## src/rtl/fetch_sequencer.sv

```systemverilog
// ---------------------------------------------------------------------------
// fetch_sequencer
//   Drives the per-core PC register (load enable and next value), issues
//   instruction-fetch reads at the current PC and waits for the icache hit.
//   It buffers one redirect that arrives while fetch cannot advance, and it
//   stops fetch permanently on halt. Only reset leaves the halted state.
//
//   Optional feature macro: FETCH_PERF_EN
//     When defined, the outputs fetch_count and redir_count are added.
//     fetch_count counts PC loads. redir_count counts PC loads whose value
//     came from a redirect, either live or buffered. Both counters hold
//     their value while halted.
//
// Parameters
//   PC_INIT        reset/restart PC (word aligned), driven on pc_next in reset
//   PC_STEP        sequential PC increment in bytes
// Ports
//   CLK            clock, all state on rising edge
//   nRST           synchronous active-low reset
//   pc_cur         current PC from the PC register
//   ihit           icache returned data for iaddr this cycle
//   stall          downstream cannot accept an instruction
//   branch_take    resolved taken branch (older instruction)
//   branch_target  branch destination
//   jump_take      jump/jr redirect (younger instruction)
//   jump_target    jump destination
//   halt           halt instruction reached commit
//   pc_EN          PC register load enable
//   pc_next        PC register next value
//   iREN           instruction read enable
//   iaddr          instruction read address (= pc_cur)
//   redir_pending  a redirect is buffered and not yet applied
//   halted         fetch stopped
//   fetch_count    (FETCH_PERF_EN) number of PC loads
//   redir_count    (FETCH_PERF_EN) number of PC loads from a redirect
// ---------------------------------------------------------------------------
module fetch_sequencer #(
  parameter logic [31:0] PC_INIT = 32'h0000_0000,
  parameter logic [31:0] PC_STEP = 32'd4
) (
  input  logic        CLK,
  input  logic        nRST,
  input  logic [31:0] pc_cur,
  input  logic        ihit,
  input  logic        stall,
  input  logic        branch_take,
  input  logic [31:0] branch_target,
  input  logic        jump_take,
  input  logic [31:0] jump_target,
  input  logic        halt,
  output logic        pc_EN,
  output logic [31:0] pc_next,
  output logic        iREN,
  output logic [31:0] iaddr,
  output logic        redir_pending,
  output logic        halted
`ifdef FETCH_PERF_EN
  ,
  output logic [31:0] fetch_count,
  output logic [31:0] redir_count
`endif
);

  typedef enum logic [0:0] {S_FETCH = 1'b0, S_HALT = 1'b1} state_t;

  state_t      state_q, state_d;
  logic        buf_valid_q, buf_valid_d;
  logic        buf_branch_q, buf_branch_d;  // buffered redirect is a branch
  logic [31:0] buf_target_q, buf_target_d;

  logic [31:0] br_tgt_s, jp_tgt_s, seq_pc_s, sel_next_s, pc_next_s;
  logic        in_fetch_s, advance_s, pc_en_s, iren_s;

`ifdef FETCH_PERF_EN
  logic [31:0] fetch_count_q, fetch_count_d;
  logic [31:0] redir_count_q, redir_count_d;
`endif

  // Output selection, advance decision and next-state computation
  always_comb begin
    br_tgt_s   = {branch_target[31:2], 2'b00};
    jp_tgt_s   = {jump_target[31:2], 2'b00};
    seq_pc_s   = pc_cur + PC_STEP;
    in_fetch_s = (state_q == S_FETCH);
    advance_s  = in_fetch_s & ihit & ~stall & ~halt;

    // The older branch beats the younger jump. Any live redirect beats the buffer.
    if (branch_take) begin
      sel_next_s = br_tgt_s;
    end else if (jump_take) begin
      sel_next_s = jp_tgt_s;
    end else if (buf_valid_q) begin
      sel_next_s = buf_target_q;
    end else begin
      sel_next_s = seq_pc_s;
    end

    if (!nRST) begin
      pc_en_s   = 1'b0;
      iren_s    = 1'b0;
      pc_next_s = PC_INIT;
    end else if (in_fetch_s) begin
      pc_en_s   = advance_s;
      iren_s    = 1'b1;
      pc_next_s = sel_next_s;
    end else begin
      pc_en_s   = 1'b0;
      iren_s    = 1'b0;
      pc_next_s = pc_cur;
    end

    state_d      = state_q;
    buf_valid_d  = buf_valid_q;
    buf_branch_d = buf_branch_q;
    buf_target_d = buf_target_q;
    case (state_q)
      S_FETCH: begin
        if (halt) begin
          state_d     = S_HALT;
          buf_valid_d = 1'b0;
        end else if (advance_s) begin
          // A redirect that is live in this cycle was already used through pc_next.
          buf_valid_d = 1'b0;
        end else if (branch_take) begin
          // A buffered branch means every later redirect is on the wrong path.
          if (!buf_valid_q || !buf_branch_q) begin
            buf_valid_d  = 1'b1;
            buf_branch_d = 1'b1;
            buf_target_d = br_tgt_s;
          end else begin
            buf_valid_d = buf_valid_q;
          end
        end else if (jump_take) begin
          if (!buf_valid_q) begin
            buf_valid_d  = 1'b1;
            buf_branch_d = 1'b0;
            buf_target_d = jp_tgt_s;
          end else begin
            buf_valid_d = buf_valid_q;
          end
        end else begin
          buf_valid_d = buf_valid_q;
        end
      end
      S_HALT: begin
        state_d = S_HALT;
      end
      default: begin
        state_d     = S_FETCH;
        buf_valid_d = 1'b0;
      end
    endcase

`ifdef FETCH_PERF_EN
    fetch_count_d = fetch_count_q;
    redir_count_d = redir_count_q;
    if (pc_en_s) begin
      fetch_count_d = fetch_count_q + 32'd1;
      if (branch_take || jump_take || buf_valid_q) begin
        redir_count_d = redir_count_q + 32'd1;
      end else begin
        redir_count_d = redir_count_q;
      end
    end else begin
      fetch_count_d = fetch_count_q;
    end
`endif
  end

  // State register with synchronous active-low reset
  always_ff @(posedge CLK) begin
    if (!nRST) begin
      state_q      <= S_FETCH;
      buf_valid_q  <= 1'b0;
      buf_branch_q <= 1'b0;
      buf_target_q <= 32'h0000_0000;
`ifdef FETCH_PERF_EN
      fetch_count_q <= 32'd0;
      redir_count_q <= 32'd0;
`endif
    end else begin
      state_q      <= state_d;
      buf_valid_q  <= buf_valid_d;
      buf_branch_q <= buf_branch_d;
      buf_target_q <= buf_target_d;
`ifdef FETCH_PERF_EN
      fetch_count_q <= fetch_count_d;
      redir_count_q <= redir_count_d;
`endif
    end
  end

  assign pc_EN         = pc_en_s;
  assign iREN          = iren_s;
  assign pc_next       = pc_next_s;
  assign iaddr         = pc_cur;
  assign redir_pending = buf_valid_q;
  assign halted        = (state_q == S_HALT);
`ifdef FETCH_PERF_EN
  assign fetch_count   = fetch_count_q;
  assign redir_count   = redir_count_q;
`endif

endmodule

```

## config.mk

```make
export PLATFORM = sky130hd
export DESIGN_NAME = fetch_sequencer
export DESIGN_NICKNAME = d
export VERILOG_FILES = /design/src/rtl/fetch_sequencer.sv
export SDC_FILE = /design/constraint.sdc
export NUM_CORES = 1
export LEC_CHECK = 0
export CAP_MARGIN = 5
export CELL_PAD_IN_SITES_DETAIL_PLACEMENT = 0
export CELL_PAD_IN_SITES_GLOBAL_PLACEMENT = 1
export CORE_ASPECT_RATIO = 1.1
export CORE_MARGIN = 2
export CORE_UTILIZATION = 25
export DETAILED_ROUTE_END_ITERATION = 10
export GPL_ROUTABILITY_DRIVEN = 0
export PLACE_DENSITY = 0.76
export RECOVER_POWER = 25
export SETUP_SLACK_MARGIN = 0.2
export SYNTH_ARGS = -nofsm -noshare
export SYNTH_HDL_FRONTEND = slang
export SYNTH_SLANG_ARGS = --single-unit
```

## constraint.sdc

```tcl
create_clock -name CLK -period 2.2 [get_ports CLK]
set_input_delay 0.33 -clock CLK [delete_from_list [all_inputs] [get_ports CLK]]
set_output_delay 0.33 -clock CLK [all_outputs]
set_load 0.05 [all_outputs]
```

### Yosys cells after proc, flatten, opt, wreduce, memory -nomap -nowiden

Index checks and enable logic that the tools add are counted.

* bitwise operators: 7
* reduce and logical (&&, ||, !) cells: 7
* add/sub/neg operators: 1
* multiplexer cells: 23
* equality and inequality tests: 3

Operator list (number)
* 32-bit two-way mux: 9
* 32-bit by 3-bit adder with 32-bit output (second input constant): 1
* 1-bit two-way mux: 13
* 6-bit AND reduction: 1
* 4-bit by 1-bit inequality test with 1-bit output (second input constant): 1
* 1-bit inverter: 4
* 4-bit nonzero test: 1
* 1-bit bitwise AND: 3
* 3-bit AND reduction: 1
* 1-bit zero test: 2
* 2-bit by 1-bit inequality test with 1-bit output (second input constant): 1
* 2-bit inequality test (second input constant): 1
* 1-bit case mux with 2 select lines: 1
* 2-bit nonzero test: 1
* 1-bit logical OR: 1

* flip-flop bits (word level): 35
* bits of input ports: 103
* logic and storage cells: 45
* output and inout bits: 68

### Logic depth before layout (Yosys ltp)

Gate-level depths: netlist of the first run.

* depth after elaboration: 6
* mapped depth: 8
* gate-level depth less buffers: 6

### Worst setup path before layout of the first run

OpenSTA, ideal clock, no wires.

* path kind: register to output
* from: register state_q (netlist: halted)
* to: output pc_next[18]
* data required time: 1.870 ns
* cell stages (with the launch flop): 6
* setup slack: -0.837 ns
* data arrival time: 2.707 ns
* buffers on the path: 1
* path through: dfxtp_1 clkbuf_1 nand2b_1 inv_1 nand2_1 o32ai_1

* word-level cells in the longest chain between the ends: 2

Ends and longest elaborated chain
* start, declared: line 66 `state_t state_q, state_d;`
* start signal, assigned: line 182 `state_q <= state_d;`
* 32-bit two-way mux: line 102 `end else if (in_fetch_s) begin`
* 32-bit two-way mux: line 98 `if (!nRST) begin`
* end, declared: line 52 `output logic [31:0] pc_next,`

Every way passes these cells.

### Worst setup path after layout of the first run

* from: register buf_valid_q (netlist: redir_pending)
* to: output pc_next[20]

* word-level cells in the longest chain between the ends: 5

Ends and longest elaborated chain
* start, declared: line 67 `logic buf_valid_q, buf_valid_d;`
* start signal, assigned: line 183 `buf_valid_q <= buf_valid_d;`
* 32-bit two-way mux: line 92 `end else if (buf_valid_q) begin`
* 32-bit two-way mux: line 90 `end else if (jump_take) begin`
* 32-bit two-way mux: line 88 `if (branch_take) begin`
* 32-bit two-way mux: line 102
* 32-bit two-way mux: line 98

Every way passes these cells.

==> flow_summary.yaml, run 1 <==
global_route:
  grt_max_degree: 43
  overflow: 0
  grt_antenna_before_repair: 1
  gr-usage-all-layers_pct: 22.9
  grt_pass1_vias: 5436
  grt_pass1_wl_mm: 30.0
floorplanning:
  dieWidth_um: 124
  die_h_um: 136
  num_io_pins: 171
  start_util_pct: 25.3
  core.rowCount: 48
  die_area_um2: 16800
  core_um2: 15600
routing:
  antenna_left: 0
  drc: 0
  num_vias: 5490
  dr.pass1.iters: 5
  vias_per_cell: 5.47
  initialDrtViolationCount: 361
  routed_wl_mm: 20.5
  wl_per_cell_um: 20.5
setup_path:
  startpoint: "redir_pending"
  cp.required_ns: 1.87
  cp_max_fo: 4
  slowest_delay_ns: 0.51
  cpMaxStageDelayCell: "or4_4"
  cp-start-kind: "flip-flop"
  cpMostUsedCell: "buf_6"
  worstReg2RegStart: "halted"
  worst_ep_arrival_time_ns: 1.96
  crit_type: "reg2out"
  critPathCaptureType: "output pin"
  path_cells: "buf_6, buf_12, nor2_4, nand2_2, or4_4, nand3_4, a211oi_4, buf_6"
  crit_buf_inv: 3
  cp_top_family: "simple AND/OR/NAND/NOR gates"
clocking:
  ctsHoldBuffers: 0
  cts.clk_slew.worst_paths_ns: 0.06
  clk_path_buf_depth: 2
  cts_made_buffers: 5
  cts_tree: "built"
  h-tree-depth: 2
  cts_num_sinks: 33
  insertion_delay_ns: 0.28
  cts-root-buf: "clkbuf_16"
min_path:
  hp-class: "reg2reg"
  holdCritStartpoint: "buf_target_q[7]"
placement:
  dp_hpwl_mm: 14.4
  io_buffer_count: 166
yosys:
  yosysMostFrequentCell: "nand2_1"
  yosys.area.top_type: "dfxtp_1"
  ys_async_sr_fraction_pct: 0
  ys_seq_area_share_pct: 16.8
  yosysWarningCount: 0
  yosys-top-cells-count: "nand2_1, nor2_1, buf_4"
  synth_ff_type: "dfxtp_1"
  synth_edf_count: 0
  synth_top_area_share_pct: 16.8
  synthesis.area_um2: 3940
  syn_nets: 645
  yosysUniqueCellTypes: 65
  synth_area_leaders: "dfxtp_1, mux2i_1, buf_4, o211a_1, nand2_1"
  synth_seq_cells: 33
  avgSynthCellArea_um2: 7.28
  netlist_instances: 541
pwr:
  cellLeakagePower_uw: 0.00368
  intPower_uw: 2160
  fin_total_pwr_uw: 3570
  p_comb_share_pct: 57.5
  pwr-share-clk_pct: 23.4
  seqPwrFrac_pct: 19.1
  vdd_drop_max_uv: 301
  p_sw_uw: 1410
  power_density_nw_per_um2: 413
  switching_share_pct: 39.4
sta:
  post-route-period-util_pct: 104
  finalMaxSlewViolations: 0
  tns_ns: -0.303
  tightest_slew_ns: 0.634
  fin_ws_ns: -0.0902
  fmax_ghz: 0.437
  fin_skew_ns: 0.00323
  min_period_ns: 2.29
  maxSlewHeadroom_pct: 57.9
  rsz0062_at_grt: "yes"
  finalHoldViolations: 0
  setup_violations: 8
outcome:
  violations: "negative setup slack"
  run_status: "complete, but fails checks"
run:
  max_cap_violations: 0
final_layout:
  drive_above_1_share_pct: 51.2
  final_nets: 905
  area_growth_pct: 120
  fillCellCount: 1293
worst register-to-register path: stages (launching register included):
cell      delay, ns
dfxtp_4        0.39
buf_4          0.16
a21oi_1        0.15
and3_2         0.27
buf_12         0.19
nor2_1         0.06
a311oi_1       0.24
area by class of cell:
type,count,area (um2),area share (%)
sequential,33,668,7.72
tap,200,250,2.89
clock buffer,6,139,1.60
inverter,16,75.1,0.867
clock inverter,2,37.5,0.434
antenna,2,5.00,0.0578
timing repair buffer,333,3530,40.8
multi-input combinational,412,3950,45.6
cells by family after synthesis:
kind of cell             Yosys count  share of synthesized area, %
XOR/XNOR                          14                          3.12
flip-flops                        33                          16.8
AND/OR/NAND/NOR                  198                          26.2
buffers and inverters             96                          14.6
multiplexers                      31                          7.88
adder cells (fa/ha/maj)            1                         0.318
AO/OA/AOI/OAI                    168                          31.2
registers in the layout (all words and copies together) (netlist names):
signal	flops
buf_target_q	30
redir_pending	1
halted	1
buf_branch_q	1
power by group through the flow:
stage          Clock [uW]  Sequential, uW  Combinational [uW]
3_3_place_gp            0             681                1720
5_1_grt               873             685                2130
2_1_floorplan           0             684                 912
3_5_place_dp            0             686                1740
6_report              837             681                2050
4_1_cts               854             676                1920
metal layers:
layer	part of all wire (%)	global-route usage [%]	up-vias
met5	0	0	-
met4	4.1	9.79	0
met3	6.9	3.32	62
met2	49	38.2	272
met1	40	29.1	2635
li1	-	-	2521
what timing repair did:
action	in CTS	in global routing
resized for setup	281	91
buffers inserted	21	24
cloned	1	2
pin swaps	68	57
setup endpoints to repair	33	32
through the flow:
step                      cells  util (%)  hold slack (ns)  setup slack, ns  cell area, um2
after detailed placement    946      46.2            0.482           -0.470            7190
after global routing       1004      55.6            0.510           -0.139            8650
after global placement      946      46.2            0.472           -0.442            7190
after floorplan             541         -            0.440          -0.0125            4350
final                      1004      55.6            0.494          -0.0902            8650
after CTS                   976      52.7            0.496          -0.0966            8190
cells in the final DEF (no fill, tap or decap), types with 6 or more instances in the layout:
cell             Yosys  routed
inv_1               15      11
nor2_1              36      27
dlygate4sd2_1        0      11
a21oi_1             31      18
clkbuf_16            0       7
buf_8                0       6
nand2_1             65      59
nand3_1             24      14
o211a_1             26      26
buf_12               0      52
dfxtp_1             33      31
o21ai_1              0       9
xnor2_1             13       6
nor3_4               0       6
clkbuf_1            16      17
buf_6                3      49
o21ai_0             34      14
buf_4               35     123
nor3_2               0       8
o21ai_2              0       8
nand3_4              1       9
a211oi_4             0       8
nand2b_1             9       7
mux2i_1             31      28
clkdlybuf4s50_1      0      59
o21a_1               6       6
a21oi_4              0       8
nand4_1             10      10
path summary, 6_finish.rpt:
check	end	depth (start not counted)	slack, ns
worst max-delay path	pc_next[20]	8	-0.09
worst min-delay path	buf_target_q[7]	1	0.49
worst max register to register	buf_target_q[28]	6	0.66
worst min register to register	buf_target_q[7]	1	0.49
(Power assumes the default switching activity.)
==> inputs of run 2 (changes only) <==
--- a/config.mk
+++ b/config.mk
@@ -11,8 +11,10 @@
 export CORE_ASPECT_RATIO = 1.1
 export CORE_MARGIN = 2
 export CORE_UTILIZATION = 25
+export CTS_BUF_LIST = sky130_fd_sc_hd__clkbuf_8 sky130_fd_sc_hd__clkbuf_16
 export DETAILED_ROUTE_END_ITERATION = 10
 export GPL_ROUTABILITY_DRIVEN = 0
+export MAX_ROUTING_LAYER = met4
 export PLACE_DENSITY = 0.76
 export RECOVER_POWER = 25
 export SETUP_SLACK_MARGIN = 0.2
==> run 2 against run 1 <==
The flow still finishes with violations (negative setup slack). Die area did not move. Critical path depth did not move. Sequential power barely moved. Critical path type unchanged. Via count rose by 1.1%. Worst setup slack got worse by 0.0081 ns. Clock power rose by 0.5%. Register-to-register slack got worse by 0.02 ns. Sequential share of layout area barely moved. Non-clock buffer count did not move. Utilization rose by 0.15 points. Critical endpoint unchanged. Maximum frequency fell by 0.35%. Design area rose by 0.27%.
==> flow_summary.yaml, run 2 (synthesized netlist as in run 1, its figures left out) <==
pwr:
  switching_share_pct: 39.7
  intPower_uw: 2170
  pwr-share-clk_pct: 23.4
  vdd_drop_max_uv: 295
  p_comb_share_pct: 57.7
  power_density_nw_per_um2: 414
  p_sw_uw: 1420
  fin_total_pwr_uw: 3590
  seqPwrFrac_pct: 18.9
  cellLeakagePower_uw: 0.00370
final_layout:
  fin_util_pct: 55.8
  final_nets: 905
  largest_reg_flops: 30
  layout_commonest_cell: "buf_4"
  instances_no_fill: 1004
  drive_above_1_share_pct: 51.6
  final_area_um2: 8680
  area_growth_pct: 120
  largest_register: "buf_target_q"
  final_cell_mix: "buf_4, nand2_1, clkdlybuf4s50_1, buf_12, buf_6"
setup_path:
  crit_type: "reg2out"
  path_cells: "buf_6, buf_12, nor2_4, nand2_2, or4_4, nand3_4, a211oi_4, buf_6"
  cpMaxStageDelayCell: "or4_4"
  worst_ep_arrival_time_ns: 1.97
  cp-start-kind: "flip-flop"
  cpMostUsedCell: "buf_6"
  cp_max_fo: 4
  cp.required_ns: 1.87
  slowest_delay_ns: 0.51
  critPathCaptureType: "output pin"
sta:
  post-route-period-util_pct: 104
  fin_ws_ns: -0.0983
  tightest_slew_ns: 0.635
  finalHoldViolations: 0
  finalMaxSlewViolations: 0
  setup_violations: 8
  maxSlewHeadroom_pct: 57.8
  fmax_ghz: 0.435
  min_period_ns: 2.30
  rsz0062_at_grt: "yes"
  fin_skew_ns: 0.00475
run:
  max_cap_violations: 0
routing:
  dr.pass1.iters: 5
  num_vias: 5548
  antenna_left: 0
  routed_wl_mm: 21.0
  wl_per_cell_um: 20.9
  initialDrtViolationCount: 430
  drc: 0
  vias_per_cell: 5.53
placement:
  io_buffer_count: 166
  dp_hpwl_mm: 14.4
  placed_area_um2: 7190
  dp_cells: 946
clocking:
  insertion_delay_ns: 0.28
  cts.clk_slew.worst_paths_ns: 0.06
  h-tree-depth: 2
  clk_path_buf_depth: 2
  cts_num_sinks: 33
  cts_made_buffers: 5
  cts-root-buf: "clkbuf_16"
  ctsHoldBuffers: 0
  cts_tree: "built"
floorplanning:
  die_area_um2: 16800
  dieWidth_um: 124
  core.rowCount: 48
  num_io_pins: 171
  die_h_um: 136
  start_util_pct: 25.3
  core_um2: 15600
outcome:
  run_status: "complete, but fails checks"
  violations: "negative setup slack"
global_route:
  grt_antenna_before_repair: 1
  overflow: 0
  grt_pass1_vias: 5438
  gr-usage-all-layers_pct: 23.5
  grt_max_degree: 43
  grt_pass1_wl_mm: 29.9
min_path:
  hp-class: "reg2reg"
[run 2: metrics by stage]
stage / setup TNS (ns) / hold WS [ns] / setup WS (ns)
floorplan: -0.0125 / 0.440 / -0.0125
global placement: -9.24 / 0.472 / -0.442
detailed placement: -10.94 / 0.482 / -0.470
CTS: -0.242 / 0.496 / -0.0966
global route: -0.876 / 0.510 / -0.124
finish: -0.361 / 0.494 / -0.0983
[run 2: final timing paths]
kind                        start                to  slack (ns)  cells past startpoint
setup / recovery    redir_pending       pc_next[20]        -0.1                      8
hold / removal    buf_target_q[7]   buf_target_q[7]        0.49                      1
setup reg to reg           halted  buf_target_q[30]        0.64                      6
hold reg to reg   buf_target_q[7]   buf_target_q[7]        0.49                      1
[run 2: layout make-up]
cell class / instances / area, um2
Tap cell: 200 / 250
Clock buffer: 6 / 139
Timing Repair Buffer: 333 / 3550
Sequential cell: 33 / 668
Fill cell: 1284 / 6880
Inverter: 16 / 75.1
Multi-Input combinational cell: 412 / 3950
Antenna cell: 2 / 5.00
Clock inverter: 2 / 37.5
[run 2: critical path: cells and delay by family (launching register included)]
| kind | cells | cell delay, ns |
|---|---|---|
| and+or+nand+nor | 4 | 0.87 |
| buffers and inverters | 3 | 0.40 |
| DFF | 1 | 0.36 |
| AOI/OAI and AO/OA | 1 | 0.06 |
[run 2: power by group through the flow]
stage	combinational [uW]	clock (uW)	sequential, uW
2_1_floorplan	912	0	684
3_3_place_gp	1720	0	681
3_5_place_dp	1740	0	686
4_1_cts	1920	854	676
5_1_grt	2150	875	685
6_report	2070	841	681
[run 2: what timing repair did]
action	CTS	global route
resized for setup	281	100
pin swaps	68	59
buffers inserted	21	24
setup endpoints to repair	33	32
cloned	1	2
[run 2: per-layer routing]
metal	part of all wire [%]	vias to the layer above	GRT usage [%]
met5	0	-	-
met4	4.4	0	9.28
met3	7.1	74	2.53
met2	49	308	38.5
met1	39	2648	29.5
li1	-	2518	-
==> inputs of run 3 (changes only) <==
--- a/config.mk
+++ b/config.mk
@@ -10,12 +10,12 @@
 export CELL_PAD_IN_SITES_GLOBAL_PLACEMENT = 1
 export CORE_ASPECT_RATIO = 1.1
 export CORE_MARGIN = 2
-export CORE_UTILIZATION = 25
+export CORE_UTILIZATION = 30
 export CTS_BUF_LIST = sky130_fd_sc_hd__clkbuf_8 sky130_fd_sc_hd__clkbuf_16
 export DETAILED_ROUTE_END_ITERATION = 10
 export GPL_ROUTABILITY_DRIVEN = 0
 export MAX_ROUTING_LAYER = met4
-export PLACE_DENSITY = 0.76
+export PLACE_DENSITY = 0.87
 export RECOVER_POWER = 25
 export SETUP_SLACK_MARGIN = 0.2
 export SYNTH_ARGS = -nofsm -noshare
==> run 3 against run 2 <==
The run ends with design-rule violations, negative setup slack left. Non-clock buffer count is 29 lower. Maximum frequency is 1.6% higher. Routed wire length is 11% lower. Design area is 9.3% lower. Die area is 16% lower. Register-to-register slack hardly changed. Critical endpoint is now pc_next[7]. Power is 11% lower. Combinational power is 10% lower. Clock skew is 0.0025 ns lower. Sequential cell count stayed put. Critical path type unchanged.
==> flow_summary.yaml, run 3 (synthesized netlist as in run 1, its figures left out) <==
clocking:
  h-tree-depth: 2
  cts-root-buf: "clkbuf_16"
  insertion_delay_ns: 0.27
  cts_made_buffers: 5
  cts.clk_slew.worst_paths_ns: 0.05
  cts_tree: "built"
  cts_num_sinks: 33
  clk_path_buf_depth: 2
final_layout:
  final_area_um2: 7880
  final_cell_mix: "buf_4, nand2_1, clkdlybuf4s50_1, buf_6, buf_12"
  layout_commonest_cell: "buf_4"
  fin_util_pct: 62.0
  largest_reg_flops: 30
  drive_above_1_share_pct: 45.1
  final_nets: 877
  area_growth_pct: 100
  largest_register: "buf_target_q"
  fillCellCount: 1000
sta:
  finalMaxSlewViolations: 0
  fin_skew_ns: 0.00227
  min_period_ns: 2.26
  tightest_slew_ns: 0.609
  setup_violations: 2
  maxSlewHeadroom_pct: 59.6
  finalHoldViolations: 0
  post-route-period-util_pct: 103
  fin_ws_ns: -0.0618
  rsz0062_at_grt: "yes"
  fmax_ghz: 0.442
  tns_ns: -0.0869
pwr:
  fin_total_pwr_uw: 3190
  vdd_drop_max_uv: 342
  cellLeakagePower_uw: 0.00345
  power_density_nw_per_um2: 405
setup_path:
  worst_ep_arrival_time_ns: 1.93
  startpoint: "redir_pending"
  crit_buf_inv: 2
  critPathCaptureType: "output pin"
  cp.required_ns: 1.87
  r2r_end: "buf_target_q[19]"
  crit_type: "reg2out"
  cp-start-kind: "flip-flop"
  worstReg2RegStart: "halted"
  cp_max_fo: 11
  path_cells: "buf_4, and3_1, a2111oi_1, or3_1, a21oi_4, buf_6"
  slowest_delay_ns: 0.48
  cpMaxStageDelayCell: "a2111oi_1"
  ff2ff_path_depth: 6
  cp_top_family: "compound AO/OA/AOI/OAI gates"
  reg2reg_slack_ns: 0.64
global_route:
  grt_pass1_wl_mm: 28.4
  overflow: 0
  grt_antenna_before_repair: 1
  grt_max_degree: 39
  grt_pass1_vias: 5406
  gr-usage-all-layers_pct: 26.3
min_path:
  whs_endpoint: "buf_target_q[27]"
  hp-class: "in2reg"
  holdCritStartpoint: "jump_target[27]"
  whs_path_depth: 4
run:
  max_cap_violations: 0
routing:
  dr.pass1.iters: 9
  wl_per_cell_um: 20.2
  antenna_left: 0
  vias_per_cell: 5.85
  drc: 11
  routed_wl_mm: 18.8
  num_vias: 5453
  initialDrtViolationCount: 701
placement:
  placed_area_um2: 7070
  io_buffer_count: 166
  place_ws_ns: -0.512
  dp_hpwl_mm: 14.1
floorplanning:
  die_area_um2: 14100
  num_io_pins: 171
  core_um2: 12700
  core.rowCount: 43
  start_util_pct: 31.0
  dieWidth_um: 113
  die_h_um: 124
outcome:
  violations: "design-rule violations, negative setup slack"
  run_status: "complete, but fails checks"
run 3: tightest hold or removal path: cells and delay by family:
kind	cells	cell delay (ns)
AOI/OAI and AO/OA	1	0.13
buffers and inverters	1	0.11
muxes	1	0.08
and+or+nand+nor	1	0.06
run 3: how the worst max path moves through the flow:
stage | end | slack, ns | cells past startpoint
CTS | pc_next[7] | -0.04 | 6
global placement | pc_next[26] | -0.45 | 9
finish | pc_next[7] | -0.06 | 6
detailed placement | pc_next[26] | -0.51 | 9
floorplan | pc_next[7] | -0.01 | 7
global route | pc_next[7] | -0.07 | 6
run 3: timing repair:
item / CTS / global route
buffers inserted: 13 / 5
pin swaps: 47 / 36
hold buffers: 0 / 0
gates cloned: 1 / 1
endpoints found under the hold margin: 0 / 0
resized for setup: 247 / 47
endpoints found under the setup margin: 33 / 32
run 3: metrics by stage:
| step | cells | hold slack, ns |
|---|---|---|
| after global routing | 932 | 0.492 |
| after floorplan | 541 | 0.440 |
| after detailed placement | 903 | 0.481 |
| after global placement | 903 | 0.473 |
| final | 932 | 0.472 |
| after CTS | 925 | 0.472 |
run 3: per-layer routing:
| layer | up-vias | track usage [%] | routed length [um] |
|---|---|---|---|
| met5 | - | - | 0 |
| met4 | 0 | 12.6 | 898 |
| met3 | 68 | 3.45 | 1590 |
| met2 | 354 | 43.0 | 9120 |
| met1 | 2588 | 32.2 | 7170 |
| li1 | 2443 | - | - |
run 3: cell type report:
cell class | count | area, um2 | share of cell area [%]
inverter | 16 | 75.1 | 0.953
multi-input combinational | 412 | 3650 | 46.3
sequential | 33 | 668 | 8.48
clock inverter | 3 | 11.3 | 0.143
timing repair inverter | 1 | 5.00 | 0.0636
timing repair buffer | 304 | 3150 | 39.9
clock buffer | 5 | 125 | 1.59
antenna | 1 | 2.50 | 0.0318
tap | 157 | 196 | 2.49
run 3: report_power, final:
group	internal [uW]	switching [uW]	total, uW
Sequential	645	33.1	678
Combinational	843	1020	1860
Clock	406	241	647
